===== config.mk =====
export PLATFORM = sky130hd
export DESIGN_NAME = vga_timing_core_flat
export DESIGN_NICKNAME = d
export VERILOG_FILES = /design/src/rtl/vga_pkg.sv /design/src/rtl/vga_timing_core_if.sv /design/src/rtl/vga_delay_line.sv /design/src/rtl/vga_timing_core.sv /design/src/flat_wrapper.sv
export SDC_FILE = /design/constraint.sdc
export NUM_CORES = 1
export LEC_CHECK = 0
export CELL_PAD_IN_SITES_DETAIL_PLACEMENT = 2
export CELL_PAD_IN_SITES_GLOBAL_PLACEMENT = 2
export CORE_ASPECT_RATIO = 0.8
export CORE_MARGIN = 5
export CORE_UTILIZATION = 29
export DETAILED_ROUTE_END_ITERATION = 12
export PLACE_DENSITY_LB_ADDON = 0.1
export SYNTH_ARGS = -nofsm -noshare
export SYNTH_HDL_FRONTEND = slang
export SYNTH_SLANG_ARGS = --single-unit

===== constraint.sdc =====
create_clock -name clk -period 2.37 [get_ports clk]
set_clock_uncertainty 0.15 [all_clocks]
set_input_delay 0.474 -clock clk [delete_from_list [all_inputs] [get_ports clk]]
set_output_delay 0.474 -clock clk [all_outputs]
set_load 0.02 [all_outputs]

===== src/rtl/vga_pkg.sv =====
// Shared types and mode presets for the VGA timing core.
// Pure declarations: no logic, no latency, no stall behaviour.
package vga_pkg;

    localparam int COORD_W      = 12;
    localparam int MAX_TOT      = 4096;
    localparam int MAX_PIPE_LAT = 15;

    typedef logic [COORD_W-1:0] coord_t;

    typedef struct packed {
        int h_active;
        int h_fp;
        int h_sync;
        int h_bp;
        int v_active;
        int v_fp;
        int v_sync;
        int v_bp;
        bit hs_pol;
        bit vs_pol;
    } vga_mode_t;

    localparam vga_mode_t VGA_640x480_60 = '{
        h_active: 640,  h_fp: 16, h_sync: 96, h_bp: 48,
        v_active: 480,  v_fp: 10, v_sync: 2,  v_bp: 33,
        hs_pol: 1'b0,   vs_pol: 1'b0
    };

    // 148.5 MHz pixel clock
    localparam vga_mode_t VGA_1920x1080_60 = '{
        h_active: 1920, h_fp: 88, h_sync: 44, h_bp: 148,
        v_active: 1080, v_fp: 4,  v_sync: 5,  v_bp: 36,
        hs_pol: 1'b1,   vs_pol: 1'b1
    };

endpackage


===== src/rtl/vga_timing_core_if.sv =====
// Pixel-request bus between the timing core and the colour pipeline.
// Coordinates leave combinationally; colour returns PIPE_LAT ticks later.
interface vga_timing_core_if #(
    parameter int COLOR_W = 4
);
    import vga_pkg::*;

    coord_t             req_x;
    coord_t             req_y;
    logic               req_valid;
    logic               line_start;
    logic               frame_start;
    logic [COLOR_W-1:0] red_in;
    logic [COLOR_W-1:0] green_in;
    logic [COLOR_W-1:0] blue_in;

    modport master (
        output req_x, req_y, req_valid, line_start, frame_start,
        input  red_in, green_in, blue_in
    );

    modport slave (
        input  req_x, req_y, req_valid, line_start, frame_start,
        output red_in, green_in, blue_in
    );

endinterface


===== src/rtl/vga_delay_line.sv =====
// Enable-gated shift register of DEPTH stages, reset to RST_VAL.
// Latency DEPTH enabled ticks (DEPTH=0 is a wire); holds while en is low.
module vga_delay_line #(
    parameter int                DEPTH   = 2,
    parameter int                WIDTH   = 1,
    parameter logic [WIDTH-1:0]  RST_VAL = '0
) (
    input  logic             clk,
    input  logic             reset,
    input  logic             en,
    input  logic [WIDTH-1:0] d,
    output logic [WIDTH-1:0] q
);

    generate
        if (DEPTH == 0) begin : g_wire
            logic unused_ctl;
            assign unused_ctl = ^{clk, reset, en};
            assign q = d;
        end else begin : g_pipe
            logic [WIDTH-1:0] stage [DEPTH];

            always_ff @(posedge clk) begin
                if (reset) begin
                    for (int i = 0; i < DEPTH; i++) begin
                        stage[i] <= RST_VAL;
                    end
                end else if (en) begin
                    stage[0] <= d;
                    for (int i = 1; i < DEPTH; i++) begin
                        stage[i] <= stage[i-1];
                    end
                end
            end

            assign q = stage[DEPTH-1];
        end
    endgenerate

endmodule


===== src/rtl/vga_timing_core.sv =====
// Parametrised VGA timing generator with delay-matched sync/blank and colour output register.
// Request-to-pin latency PIPE_LAT+1 pixel ticks; everything holds while pix_en is low.
module vga_timing_core
    import vga_pkg::*;
#(
    parameter int H_ACTIVE = VGA_640x480_60.h_active,
    parameter int H_FP     = VGA_640x480_60.h_fp,
    parameter int H_SYNC   = VGA_640x480_60.h_sync,
    parameter int H_BP     = VGA_640x480_60.h_bp,
    parameter int V_ACTIVE = VGA_640x480_60.v_active,
    parameter int V_FP     = VGA_640x480_60.v_fp,
    parameter int V_SYNC   = VGA_640x480_60.v_sync,
    parameter int V_BP     = VGA_640x480_60.v_bp,
    parameter bit HS_POL   = VGA_640x480_60.hs_pol,
    parameter bit VS_POL   = VGA_640x480_60.vs_pol,
    parameter int COLOR_W  = 4,
    parameter int PIPE_LAT = 2
) (
    input  logic               clk,
    input  logic               reset,
    input  logic               pix_en,
    vga_timing_core_if.master  req,
    output logic               hsync,
    output logic               vsync,
    output logic               de,
    output logic [COLOR_W-1:0] red,
    output logic [COLOR_W-1:0] green,
    output logic [COLOR_W-1:0] blue
);

    localparam int H_TOT = H_ACTIVE + H_FP + H_SYNC + H_BP;
    localparam int V_TOT = V_ACTIVE + V_FP + V_SYNC + V_BP;

    generate
        if (H_TOT > MAX_TOT || V_TOT > MAX_TOT) begin : g_bad_tot
            $fatal(1, "vga_timing_core: H_TOT/V_TOT exceed the 12-bit counter range");
        end
        if (PIPE_LAT < 0 || PIPE_LAT > MAX_PIPE_LAT) begin : g_bad_lat
            $fatal(1, "vga_timing_core: PIPE_LAT must be 0..15");
        end
        if (H_FP < 1 || H_SYNC < 1 || H_BP < 1 || V_FP < 1 || V_SYNC < 1 || V_BP < 1) begin : g_bad_porch
            $fatal(1, "vga_timing_core: porch and sync widths must be at least 1");
        end
        if (H_ACTIVE < 1 || V_ACTIVE < 1 || COLOR_W < 1) begin : g_bad_size
            $fatal(1, "vga_timing_core: active area and COLOR_W must be at least 1");
        end
    endgenerate

    localparam coord_t H_LAST    = coord_t'(H_TOT - 1);
    localparam coord_t V_LAST    = coord_t'(V_TOT - 1);
    localparam coord_t H_ACT_END = coord_t'(H_ACTIVE);
    localparam coord_t V_ACT_END = coord_t'(V_ACTIVE);
    localparam coord_t HS_START  = coord_t'(H_ACTIVE + H_FP);
    localparam coord_t HS_END    = coord_t'(H_ACTIVE + H_FP + H_SYNC);
    localparam coord_t VS_START  = coord_t'(V_ACTIVE + V_FP);
    localparam coord_t VS_END    = coord_t'(V_ACTIVE + V_FP + V_SYNC);

    // Delay stages carry pin levels so their reset value is simply "sync inactive"
    localparam logic [2:0] DLY_RST = {1'b0, ~HS_POL, ~VS_POL};

    typedef struct packed {
        logic [COLOR_W-1:0] r;
        logic [COLOR_W-1:0] g;
        logic [COLOR_W-1:0] b;
    } rgb_t;

    coord_t     h_cnt;
    coord_t     v_cnt;
    logic       valid_c;
    logic       hs_lvl;
    logic       vs_lvl;
    logic [2:0] dly_q;
    logic       dly_valid;
    logic       dly_hs;
    logic       dly_vs;
    rgb_t       pix_d;
    rgb_t       pix_q;

    always_ff @(posedge clk) begin
        if (reset) begin
            h_cnt <= '0;
            v_cnt <= '0;
        end else if (pix_en) begin
            if (h_cnt == H_LAST) begin
                h_cnt <= '0;
                v_cnt <= (v_cnt == V_LAST) ? '0 : v_cnt + 1'b1;
            end else begin
                h_cnt <= h_cnt + 1'b1;
            end
        end
    end

    always_comb begin
        valid_c = (h_cnt < H_ACT_END) && (v_cnt < V_ACT_END);
        hs_lvl  = ((h_cnt >= HS_START) && (h_cnt < HS_END)) ? HS_POL : ~HS_POL;
        vs_lvl  = ((v_cnt >= VS_START) && (v_cnt < VS_END)) ? VS_POL : ~VS_POL;
    end

    assign req.req_x       = h_cnt;
    assign req.req_y       = v_cnt;
    assign req.req_valid   = valid_c;
    assign req.line_start  = (h_cnt == '0);
    assign req.frame_start = (h_cnt == '0) && (v_cnt == '0);

    vga_delay_line #(
        .DEPTH   (PIPE_LAT),
        .WIDTH   (3),
        .RST_VAL (DLY_RST)
    ) u_dly (
        .clk   (clk),
        .reset (reset),
        .en    (pix_en),
        .d     ({valid_c, hs_lvl, vs_lvl}),
        .q     (dly_q)
    );

    assign {dly_valid, dly_hs, dly_vs} = dly_q;

    // Blanking is forced here; upstream colour outside the active area is ignored
    always_comb begin
        pix_d = '0;
        if (dly_valid) begin
            pix_d.r = req.red_in;
            pix_d.g = req.green_in;
            pix_d.b = req.blue_in;
        end
    end

    always_ff @(posedge clk) begin
        if (reset) begin
            de    <= 1'b0;
            hsync <= ~HS_POL;
            vsync <= ~VS_POL;
            pix_q <= '0;
        end else if (pix_en) begin
            de    <= dly_valid;
            hsync <= dly_hs;
            vsync <= dly_vs;
            pix_q <= pix_d;
        end
    end

    assign red   = pix_q.r;
    assign green = pix_q.g;
    assign blue  = pix_q.b;

endmodule


===== src/flat_wrapper.sv =====
// flat-port wrapper written by rule: the top's interface ports become plain ports
module vga_timing_core_flat import vga_pkg::*;
#(
    parameter int H_ACTIVE = VGA_640x480_60.h_active,
    parameter int H_FP     = VGA_640x480_60.h_fp,
    parameter int H_SYNC   = VGA_640x480_60.h_sync,
    parameter int H_BP     = VGA_640x480_60.h_bp,
    parameter int V_ACTIVE = VGA_640x480_60.v_active,
    parameter int V_FP     = VGA_640x480_60.v_fp,
    parameter int V_SYNC   = VGA_640x480_60.v_sync,
    parameter int V_BP     = VGA_640x480_60.v_bp,
    parameter bit HS_POL   = VGA_640x480_60.hs_pol,
    parameter bit VS_POL   = VGA_640x480_60.vs_pol,
    parameter int COLOR_W  = 4,
    parameter int PIPE_LAT = 2
)
  (clk, reset, pix_en, hsync, vsync, de, red, green, blue, req_req_x, req_req_y, req_req_valid, req_line_start, req_frame_start, req_red_in, req_green_in, req_blue_in);
  vga_timing_core_if #(.COLOR_W(COLOR_W)) req_i ();
  input  logic clk;
  input  logic reset;
  input  logic pix_en;
  output logic hsync;
  output logic vsync;
  output logic de;
  output logic [COLOR_W-1:0] red;
  output logic [COLOR_W-1:0] green;
  output logic [COLOR_W-1:0] blue;
  output wire logic [$bits(req_i.req_x)-1:0] req_req_x;
  output wire logic [$bits(req_i.req_y)-1:0] req_req_y;
  output wire logic [$bits(req_i.req_valid)-1:0] req_req_valid;
  output wire logic [$bits(req_i.line_start)-1:0] req_line_start;
  output wire logic [$bits(req_i.frame_start)-1:0] req_frame_start;
  input wire logic [$bits(req_i.red_in)-1:0] req_red_in;
  input wire logic [$bits(req_i.green_in)-1:0] req_green_in;
  input wire logic [$bits(req_i.blue_in)-1:0] req_blue_in;
  assign req_req_x = req_i.req_x;
  assign req_req_y = req_i.req_y;
  assign req_req_valid = req_i.req_valid;
  assign req_line_start = req_i.line_start;
  assign req_frame_start = req_i.frame_start;
  assign req_i.red_in = req_red_in;
  assign req_i.green_in = req_green_in;
  assign req_i.blue_in = req_blue_in;
  vga_timing_core #(.H_ACTIVE(H_ACTIVE), .H_FP(H_FP), .H_SYNC(H_SYNC), .H_BP(H_BP), .V_ACTIVE(V_ACTIVE), .V_FP(V_FP), .V_SYNC(V_SYNC), .V_BP(V_BP), .HS_POL(HS_POL), .VS_POL(VS_POL), .COLOR_W(COLOR_W), .PIPE_LAT(PIPE_LAT)) u_core (.clk(clk), .reset(reset), .pix_en(pix_en), .req(req_i), .hsync(hsync), .vsync(vsync), .de(de), .red(red), .green(green), .blue(blue));
endmodule

# Word-level counts from Yosys, hierarchy flattened
# Memory sizes are Yosys's and may differ from the RTL's.
# Cells that the tools add are included.
# totals
romBits	0
n_memories	1
latchBits	0
mem_bits_rw	6
inputBits	15
ff_bits	39
output_inout_bits	42
# memory_table
memory	depth	word_bits	read_ports	rd_ports_with_merged_regs	write_ports	line_no	text
u_core.u_dly.g_pipe.stage	2	3	2	0	2	vga_delay_line.sv:21	logic [WIDTH-1:0] stage [DEPTH];
# op_classes
n_reduce_logical	7
bitwise	2
eq_ne	2
n_shift	0
mul	0
order_cmp	6
n_mux	12
addsub	2
div_mod_pow	0
# ops
operator	n
12-bit two-way mux	3
12-bit by 1-bit adder with 12-bit output, second input constant	2
12-bit by 10-bit equality test with 1-bit output, second input constant	2
12-bit logical NOT	2
12-bit by 10-bit less-than comparator with 1-bit output, second input constant	2
12-bit by 9-bit less-than comparator with 1-bit output, second input constant	2
12-bit by 10-bit >= comparator with 1-bit output, second input constant	1
12-bit by 9-bit >= comparator with 1-bit output, second input constant	1
1-bit two-way mux	7
3-bit two-way mux	2
1-bit logical AND	4
1-bit bitwise OR	2
2-bit AND reduction	1

# Depth between registers and ports, before layout
# logic_depth
word_depth	4
mapped_depth	7
depth_no_buf	6

# By module
# Synthesis repeated with hierarchy kept, for this count alone.
# hier_totals
hier_cells	225
hier_area_um2	2025.7
# by_module_without_submodules
mod	n_inst	area_per_inst_um2	cells_per_inst
vga_timing_core	1	1761.7	209
vga_delay_line	1	264.0	16

# Least setup slack after synthesis
# Ideal clock, no wire load.
# synth_path
kind	reg2out
start	register u_core.v_cnt[9], in the netlist u_core.req.req_y[9]
end	output req_frame_start
arrival_time_ps	1723
setup_slack_ps	23
t_required_ps	1746
stages_incl_launch_ff	6
path_buffers	1
cell_sequence	dfxtp_1 clkbuf_1 or3_1 nor2_1 nand3_1 nor3b_1
# synth_between
elab_chain_cells	2
# synth_rtl
item	line_no	text
start, declared	vga_timing_core.sv:68	coord_t v_cnt;
start signal, assigned	vga_timing_core.sv:86	v_cnt <= (v_cnt == V_LAST) ? '0 : v_cnt + 1'b1;
12-bit logical NOT	vga_timing_core.sv:103	assign req.frame_start = (h_cnt == '0) && (v_cnt == '0);
1-bit logical AND	vga_timing_core.sv:103	
end, declared	flat_wrapper.sv:32	output wire logic [$bits(req_i.frame_start)-1:0] req_frame_start;
# Every way passes these cells.

# Final worst setup path
# Ends and elaborated chain as after synthesis.

==> out/results.ini <==
[status]
status=finished, final reports clean

[cells_and_area]
final_common_cell=clkdlybuf4s50_1
mostFrequentLayoutCells=clkdlybuf4s50_1 (53), dfxtp_1 (39), buf_4 (38)
num-nets-final=340
final_cells=426
syn2layout_area_growth_pct=45.3
final.fill_count=832
antenna_cells=0
drive_gt1_share_pct=20.2

[sta]
max_slew_margin_pct=61.0
finalCritPeriodShare_pct=94.9
max_slew.worst_pin.slew_ns=0.577
setup_viol=0
hold_viol_final=0
rsz0062_at_grt=no
slew_violations=0
layout_min_cycle_time_ns=2.25
clock.fmax_ghz=0.445
worst_slack_ns=0.121

[grt]
antenna_found_initial=0
grt_pass1_vias=2241
grt_pass1_wl_um=12300
grt.overflow.total=0
grt_use_total_pct=16.5
grt_start_max_net_pins=27

[worst_setup_path]
worst-path-max-fanout=2
critical_path.startpoint_type=register
slowest_delay_ns=0.40
critPathKind=register to output port
critical_path_arrival_ns=1.63
slowest_stage=or3_4
critPathBufInv=1
cp_data_required_time_ns=1.75
crit_family=simple AND/OR/NAND/NOR gates
crit_path_end_kind=output port
path_cells=or3_4, nor2_2, nand3_1, nor3b_2, buf_4

[yosys]
synthDistinctLibCells=47
netlist_instances=234
synthFlopType=dfxtp_1
yosys.area.top_type=dfxtp_1
seq_area_frac_synth_pct=43.0
avgSynthCellArea_um2=9.56
synth-edff-count=6
ys_warn_count=0
synth-seq-cells=45
synth_fp_nets=254
synth_top_area_share_pct=34.9
synth-async-reset-ratio_pct=0
syn-cell-area_um2=2240
synth_area_leaders=dfxtp_1 (35%), edfxtp_1 (8.1%), a22oi_1 (5.7%)

[clocking]
cts_buffers=5
htree_levels=2
clockRootBuffer=clkbuf_8
clk_path_buf_depth=2
cts_num_sinks=45
hold_buffers=0
cts_tree=built
insertion_delay_ns=0.30
postCtsSetupBuffers=0
clk_pin_slew_ns=0.10

[pwr]
power_density_nw_per_um2=448
ir_drop_mv=0.199
p_leak_uw=0.00116

[routing]
routed-wl-met2_um=3450
vias=2105
routed_wl_um=7500
drt-initial-drc-count=47
drc=0
met1Wirelength_um=3770
dr_wl_met3_um=239
wl_per_cell_um=17.6
ant_nets=0
drtPass1Iterations=4
top_layer_used=met4
viasPerCell=4.94

[placement]
dp_cells=418
pre_cts_ws_ns=-0.167
gp_congestion=0.788
numPortBuffers=56
dp_hpwl_um=5610

[floorplan]
dieHeight_um=88.5
core_um2=7460
die_area_um2=9580
ios=57
die_w_um=108
initial_core_util_pct=30.0
rows=28

[min_path]
hp-class=register to register

[job]
max-cap-violations=0

==> power by group <==
part	switching (µW)	leakage (µW)	internal, µW
sequential	6.37	0.000372	787
combinational	78.9	0.000748	73.5
clock	273	0.0000445	238
total	358	0.00116	1100
==> what timing repair did <==
item,in CTS,in global routing
pin swaps,0,1
gates cloned,0,0
gates resized for setup,10,6
endpoints found under the setup margin,3,3
==> final timing paths <==
path                                                       from  cells past startpoint                   to  slack, ns
worst min-delay path            u_core.u_dly.g_pipe.stage[0][3]                      2         u_core.vsync       0.34
worst max-delay path                        u_core.req.req_y[9]                      5      req_frame_start       0.12
worst min register to register  u_core.u_dly.g_pipe.stage[0][3]                      2         u_core.vsync       0.34
worst max register to register              u_core.req.req_x[0]                      6  u_core.req.req_y[9]       0.44
==> cells in the mapped netlist, types with 3 or more instances <==
master	number
xnor2_1	7
and3_1	3
and4_1	6
nor3_1	6
inv_1	13
clkbuf_1	5
or3_1	4
ha_1	5
nand3_1	11
dfxtp_1	39
a22oi_1	17
a41oi_1	3
nand4_1	8
edfxtp_1	6
o31ai_2	4
a21oi_1	4
o21ai_0	6
nor4_1	3
buf_2	5
nor2_1	27
nand2_1	16
and2_1	4
==> logic make-up after synthesis <==
family                   count (synthesis)  synth area share (%)
AND/OR/NAND/NOR                        102                  27.6
flip-flops                              45                  43.0
AO/OA/AOI/OAI                           43                  16.3
buffers and inverters                   28                  5.82
XOR/XNOR                                 9                  3.53
adder cells (fa/ha/maj)                  5                  2.80
multiplexers                             2                 0.895
==> routing by layer <==
metal / vias to the layer above / GRT usage [%]
met4: 0 / 3.78
met1: 1041 / 23.4
met2: 38 / 26.2
met3: 4 / 3.28
li1: 1022 / -
met5: - / 0
==> stage by stage <==
stage | hold WS [ns] | cell area [µm²] | TNS, ns | util (%) | power, µW
CTS | 0.354 | 3240 | 0 | 43.4 | 1470
finish | 0.343 | 3250 | 0 | 43.5 | 1460
detailed placement | 0.334 | 3140 | -0.167 | 42.1 | 968
global route | 0.391 | 3250 | 0 | 43.5 | 1520
floorplan | 0.288 | 2240 | 0 | - | 877
global placement | 0.293 | 3140 | -0.0804 | 42.1 | 963
==> sequential cells by signal, summed over array words and instances (netlist names) <==
register and cells:
u_core.red 4, u_core.de 1, u_core.req.req_x 12, u_core.blue 4, u_core.green 4, u_core.req.req_y 12, u_core.u_dly.g_pipe.stage 6, u_core.hsync 1
u_core.vsync 1
==> cell type report <==
type	instances	area (µm²)	share of cell area, %
inverter	13	48.8	1.50
clock buffer	7	86.3	2.66
timing repair buffer	94	851	26.2
clock inverter	1	7.51	0.231
tap	105	131	4.04
sequential	45	961	29.6
multi-input combinational	161	1160	35.8
==> tightest hold or removal path, delay by kind of cell, from the launching register on <==
| kind | cells | cell delay, ns |
|---|---|---|
| flip-flops | 1 | 0.34 |
| multiplexers | 1 | 0.07 |
| AND/OR/NAND/NOR | 1 | 0.06 |
No activity file was read; power rests on OpenSTA's default activity.
